--- src/rtl/store_demux_pkg.sv ---
// ============================================================================
// Module      : store_demux_pkg
// Description : Shared state encoding, route selects and default widths for
//               the store demultiplexer.
// Revision    : 1.0  initial release
// ============================================================================
`default_nettype none

package store_demux_pkg;

    typedef logic [1:0] state_t;

    localparam state_t IDLE   = 2'b00;
    localparam state_t HOLD_A = 2'b01;
    localparam state_t HOLD_B = 2'b10;

    localparam logic SEL_A = 1'b0;
    localparam logic SEL_B = 1'b1;

    localparam int DEFAULT_CNT_W = 16;

endpackage : store_demux_pkg

`default_nettype wire

--- src/rtl/store_demux_xfer_counter.sv ---
// ============================================================================
// Module      : xfer_counter
// Description : Free-running wrapping transfer counter, one per target port.
// Revision    : 1.0  initial release
// ============================================================================
`default_nettype none

module xfer_counter #(
    parameter int CNT_W = 16
) (
    input  logic             clk,
    input  logic             reset,
    input  logic             inc,
    output logic [CNT_W-1:0] count
);

    logic [CNT_W-1:0] r_count;

    always_ff @(posedge clk) begin
        if (!reset) begin
            r_count <= '0;
        end else if (inc) begin
            r_count <= r_count + 1'b1;
        end
    end

    assign count = r_count;

endmodule : xfer_counter

`default_nettype wire

--- src/rtl/store_demux.sv ---
// ============================================================================
// Module      : store_demux
// Description : Registered 1-to-2 store demultiplexer (A = data memory,
//               B = device bus) with valid/ready handshakes and counters.
// Revision    : 1.0  initial release
// ============================================================================
`default_nettype none

module store_demux
    import store_demux_pkg::*;
#(
    parameter int WIDTH = 32,
    parameter int CNT_W = DEFAULT_CNT_W
) (
    input  logic             clk,
    input  logic             reset,
    input  logic             in_valid,
    output logic             in_ready,
    input  logic             in_sel,
    input  logic [WIDTH-1:0] in_addr,
    input  logic [WIDTH-1:0] in_data,
    output logic             a_valid,
    input  logic             a_ready,
    output logic [WIDTH-1:0] a_addr,
    output logic [WIDTH-1:0] a_data,
    output logic             b_valid,
    input  logic             b_ready,
    output logic [WIDTH-1:0] b_addr,
    output logic [WIDTH-1:0] b_data,
    output logic [CNT_W-1:0] a_count,
    output logic [CNT_W-1:0] b_count
);

    state_t           r_state;
    state_t           w_next_state;
    logic [WIDTH-1:0] r_addr;
    logic [WIDTH-1:0] r_data;
    logic             w_a_hs;
    logic             w_b_hs;
    logic             w_out_hs;
    logic             w_in_hs;

    // Only the selected port's ready can complete a delivery.
    assign w_a_hs   = reset && (r_state == HOLD_A) && a_ready;
    assign w_b_hs   = reset && (r_state == HOLD_B) && b_ready;
    assign w_out_hs = w_a_hs || w_b_hs;

    // Draining the buffer this cycle frees it for a new store: no bubble.
    assign in_ready = reset && ((r_state == IDLE) || w_out_hs);
    assign w_in_hs  = in_valid && in_ready;

    always_ff @(posedge clk) begin
        if (!reset) begin
            r_state <= IDLE;
        end else begin
            r_state <= w_next_state;
        end
    end

    always_comb begin
        w_next_state = r_state;
        case (r_state)
            IDLE: begin
                if (w_in_hs) begin
                    w_next_state = (in_sel == SEL_A) ? HOLD_A : HOLD_B;
                end
            end
            HOLD_A, HOLD_B: begin
                if (w_in_hs) begin
                    w_next_state = (in_sel == SEL_A) ? HOLD_A : HOLD_B;
                end else if (w_out_hs) begin
                    w_next_state = IDLE;
                end
            end
            default: w_next_state = IDLE;
        endcase
    end

    always_ff @(posedge clk) begin
        if (!reset) begin
            r_addr <= '0;
            r_data <= '0;
        end else if (w_in_hs) begin
            r_addr <= in_addr;
            r_data <= in_data;
        end
    end

    always_comb begin
        a_valid = 1'b0;
        a_addr  = '0;
        a_data  = '0;
        b_valid = 1'b0;
        b_addr  = '0;
        b_data  = '0;
        case (r_state)
            HOLD_A: begin
                a_valid = 1'b1;
                a_addr  = r_addr;
                a_data  = r_data;
            end
            HOLD_B: begin
                b_valid = 1'b1;
                b_addr  = r_addr;
                b_data  = r_data;
            end
            default: ;
        endcase
    end

    xfer_counter #(
        .CNT_W (CNT_W)
    ) u_cnt_a (
        .clk   (clk),
        .reset (reset),
        .inc   (w_a_hs),
        .count (a_count)
    );

    xfer_counter #(
        .CNT_W (CNT_W)
    ) u_cnt_b (
        .clk   (clk),
        .reset (reset),
        .inc   (w_b_hs),
        .count (b_count)
    );

endmodule : store_demux

`default_nettype wire

--- config.mk ---
export PLATFORM = sky130hd
export DESIGN_NAME = store_demux
export DESIGN_NICKNAME = d
export VERILOG_FILES = /design/src/rtl/store_demux_pkg.sv /design/src/rtl/store_demux_xfer_counter.sv /design/src/rtl/store_demux.sv
export SDC_FILE = /design/constraint.sdc
export NUM_CORES = 1
export LEC_CHECK = 0
export ABC_AREA = 1
export CAP_MARGIN = 15
export CORE_MARGIN = 3
export CORE_UTILIZATION = 38
export CTS_CLUSTER_SIZE = 12
export DETAILED_ROUTE_END_ITERATION = 10
export PLACE_DENSITY = 0.77
export SYNTH_ARGS = -nofsm -noshare
export SYNTH_HDL_FRONTEND = slang
export SYNTH_HIERARCHICAL = 1
export SYNTH_SLANG_ARGS = --single-unit
--- constraint.sdc ---
create_clock -name clk -period 1.3 [get_ports clk]
set_input_delay 0.195 -clock clk [delete_from_list [all_inputs] [get_ports clk]]
set_output_delay 0.195 -clock clk [all_outputs]
set_load 0.01 [all_outputs]
==> flow_summary.rst <==
.. list-table::
   :header-rows: 1

   * - Metric
     - Value
   * - Run status
     - finished with violations
   * - Violations in the final reports
     - setup timing
   * - Residual antenna-violating net count after detailed routing
     - 0
   * - Source-to-sink clock delay at the later pin of the worst-skew pair
     - 350 ps
   * - Type of element launching the critical path
     - register
   * - Level count of the clock H-tree
     - 3
   * - Instance count of the mapped netlist
     - 833
   * - Max-cap violations
     - 0
   * - Fraction of layout instances using a drive strength above 1
     - 0.5397
   * - Nature of the critical path endpoint
     - register
   * - Crit path buf inv count
     - 8
   * - Transition time of the tightest slew-check pin
     - 437.5 ps
   * - Number of buffers created by CTS
     - 9
   * - Worst supply voltage drop on vdd
     - 1.111 mV
   * - Hold endpoint
     - r_addr[15]
   * - Register bit total from synthesis
     - 98
   * - Worst Path Max Fanout
     - 9
   * - Initial Utilization
     - 0.3966
   * - Unique cell type count in the Yosys netlist
     - 22
   * - Largest area contributor in the netlist
     - dfxtp_1
   * - Static Leakage
     - 6.317 nW
   * - Placeable Area
     - 12930 um2
   * - Filler Cell Count
     - 750
   * - Max stage delay cell, worst path
     - dfxtp_4
   * - Drt first-iter violations
     - between 400 and 500
   * - Arrival time of data at the critical path endpoint
     - 2140 ps
   * - Design Power
     - approximately 15 mW
   * - Buffers from clock root to sink, at most
     - 2
   * - GP Congestion
     - 0.8743
   * - Antenna diodes
     - 0
   * - Most common cell after layout, fill and taps aside
     - nand2_1
   * - Portion of synthesized cell area occupied by the leading cell type
     - 0.3826
   * - Cell family contributing the most delay on the critical path
     - buffers and inverters
   * - Maximum achievable frequency
     - 527.2 MHz
   * - Post-detailed-placement cell area
     - approximately 8000 um2
   * - Synthesis warning total
     - 6
   * - Die Footprint
     - 14920 um2
   * - DP Cell Count
     - 1236
   * - Time the worst path needs with I/O delays and setup
     - 1897 ps
   * - Syn Std Cell Area
     - 5127 um2
   * - Clock-pin transition on the worst setup and hold timing paths
     - approximately 60 ps
   * - Register-to-register setup slack
     - -600 ps
   * - Slew Limit Fails
     - 0
   * - Endpoints failing hold
     - 0
   * - Pin count of the biggest net entering global routing
     - 47
   * - Initial antenna violation count
     - 0
   * - Worst clock skew
     - 8.095 ps
   * - CTS tree
     - built
   * - Post-Syn Area per Cell
     - 6.155 um2
   * - Number of setup violations in the final report
     - 229
   * - Part of the Yosys area used for sequential elements
     - 0.3826
   * - Total congestion overflow after global routing
     - 0
   * - Number of global-route vias before repair
     - 5927
   * - HPWL reported at the end of detailed placement
     - 12.10 mm
   * - Highest cell delay on the worst timing path
     - 370 ps
   * - Area delta synth->final
     - 106.6%
   * - Data required time of the critical path
     - 1540 ps
   * - Cells on Worst Hold Path
     - 4
   * - Worst reg2reg startpoint
     - r_state[1]
   * - Global-route total usage across every layer
     - 0.2608
   * - X dimension of the die
     - 122.2 um
   * - End of the worst register-to-register path
     - r_data[23]
   * - Number of design rule violations left after detail routing
     - 0
   * - Setup repair after global routing missed its margin
     - yes
   * - Cell types occupying the most area after synthesis
     - dfxtp_1, nand2_1, inv_1, nand3_1, nor2_1
   * - Via Count
     - 6756
   * - Number of nets in the layout
     - 1218
   * - Wire length of the first global-routing pass
     - 30.23 mm
   * - Cell area power density
     - 1399 nW/um2
   * - Min-Delay Path Class
     - input pin to register
   * - Hold path startpoint
     - reset
   * - Vias per Instance
     - around 5.1
   * - Critical Setup Path Class
     - register to register
   * - Number of clock sinks
     - 98
   * - Commonest cells after routing, fill and taps aside
     - nand2_1, nand2_2, buf_6
   * - Floorplan row count
     - 41
   * - Final cell count without fillers
     - approximately 1300
   * - Reg area
     - 1978 um2
   * - Design area
     - 10590 um2
   * - Overall routed net length
     - 23.94 mm
   * - Count of TritonRoute iterations in the first routing pass
     - 5
   * - Area used by multi-input combinational logic
     - 3560 um2
   * - Worst R2R Path Depth
     - 13
   * - Detail-routed net length per standard cell
     - 18.15 um
   * - Clock Root Buffer
     - clkbuf_16
   * - Number of top-level pins
     - 233
   * - Die H
     - 122.2 um
   * - Worst Setup Slack, final
     - -596.6 ps
   * - Relative max-transition margin
     - 0.7084
   * - Period utilization
     - 1.459
   * - Crit-path cells
     - inv_4 > buf_4 > buf_4 > ha_4 > inv_2 > nand3_4 > buf_6 > nand3_4 > buf_12 > clkinv_16 > clkbuf_16 > nand2_1 > nand2_1
   * - Port buffer count
     - 232
   * - Syn Nets
     - a little over 900
where the power goes:
part | switching [mW] | total [mW] | internal, mW | leakage [nW]
sequential | 0.740 | 4.19 | 3.45 | 0.806
combinational | 3.79 | 7.87 | 4.08 | 5.36
clock | 1.16 | 2.75 | 1.60 | 0.147
through the flow:
stage	TNS (ps)	worst slack (ps)	hold WS, ps	util
after CTS	-100200	-534.8	306.7	0.7138
after global placement	-84600	-455.6	464.9	0.6159
after global routing	-121670	-660.2	343.7	0.8193
after floorplan	-8915	-125.7	305.5	-
final	-111430	-596.6	345.1	0.8193
after detailed placement	-87920	-469.1	469.6	0.6159
final cells by class:
class / count / area share
clock inverters: 2 / 0.003308
repair buffers: 337 / 0.3604
multi-input cells: 524 / 0.3361
inverters: 172 / 0.06816
clock buffers: 14 / 0.02493
flip-flops and latches: 98 / 0.1868
well taps: 172 / 0.02032
cells by family (layout without fill, tap and decap cells):
| logic type | after synthesis | after routing | share of synthesized area |
|---|---|---|---|
| AO/OA/AOI/OAI | 32 | 32 | 0.03221 |
| flip-flops | 98 | 98 | 0.3826 |
| buffers and inverters | 211 | 525 | 0.1623 |
| adder cells (fa/ha/maj) | 6 | 6 | 0.01464 |
| AND/OR/NAND/NOR | 486 | 486 | 0.4082 |
per-layer routing:
| metal | track usage | up-vias | routed length (um) |
|---|---|---|---|
| li1 | - | 3106 | - |
| met1 | 0.3061 | 3200 | 8747 |
| met2 | 0.4606 | 364 | 12290 |
| met3 | 0.05942 | 86 | 1807 |
| met4 | 0.1015 | 0 | 1095 |
| met5 | 0 | - | 0 |
worst register-to-register path: stages, from the launching register on:
cell and delay (ps):
dfxtp_4 370, inv_4 50, buf_4 140, buf_4 140, ha_4 150, inv_2 90
nand3_4 90, buf_6 130, nand3_4 70, buf_12 160, clkinv_16 100, clkbuf_16 190
nand2_1 80, nand2_1 60
worst max path at each step:
stage               start           endpoint  slack, ps  depth (start not counted)
3_3_place_gp      b_ready  u_cnt_b/count[13]       -460                         10
2_1_floorplan  r_state[0]  u_cnt_b/count[13]       -130                         12
5_1_grt        r_state[1]         r_data[23]       -660                         13
3_5_place_dp      b_ready  u_cnt_b/count[13]       -470                         10
4_1_cts        r_state[1]          a_addr[8]       -530                          9
6_report       r_state[1]         r_data[23]       -600                         13
Yosys cell counts, drive strengths merged:
| master | count |
|---|---|
| dfxtp | 98 |
| o21bai | 2 |
| nor2 | 56 |
| nand4 | 5 |
| a21oi | 18 |
| inv | 172 |
| nand2 | 328 |
| nand3 | 89 |
| o21ai | 12 |
| buf | 17 |
| ha | 6 |
| nor3 | 6 |
| nor3b | 2 |
| clkbuf | 22 |
state kept, by name (all words and copies together), names as in the netlist:
| signal | flops |
|---|---|
| r_addr | 32 |
| u_cnt_a/count | 16 |
| r_state | 2 |
| r_data | 32 |
| u_cnt_b/count | 16 |
timing repair:
item,CTS,global route
gates resized for setup,804,355
pin swaps,70,49
endpoints found under the setup margin,260,230
hold buffers,0,0
setup buffers,40,14
cloned,20,6
No activity file was read; power rests on OpenSTA's default activity.
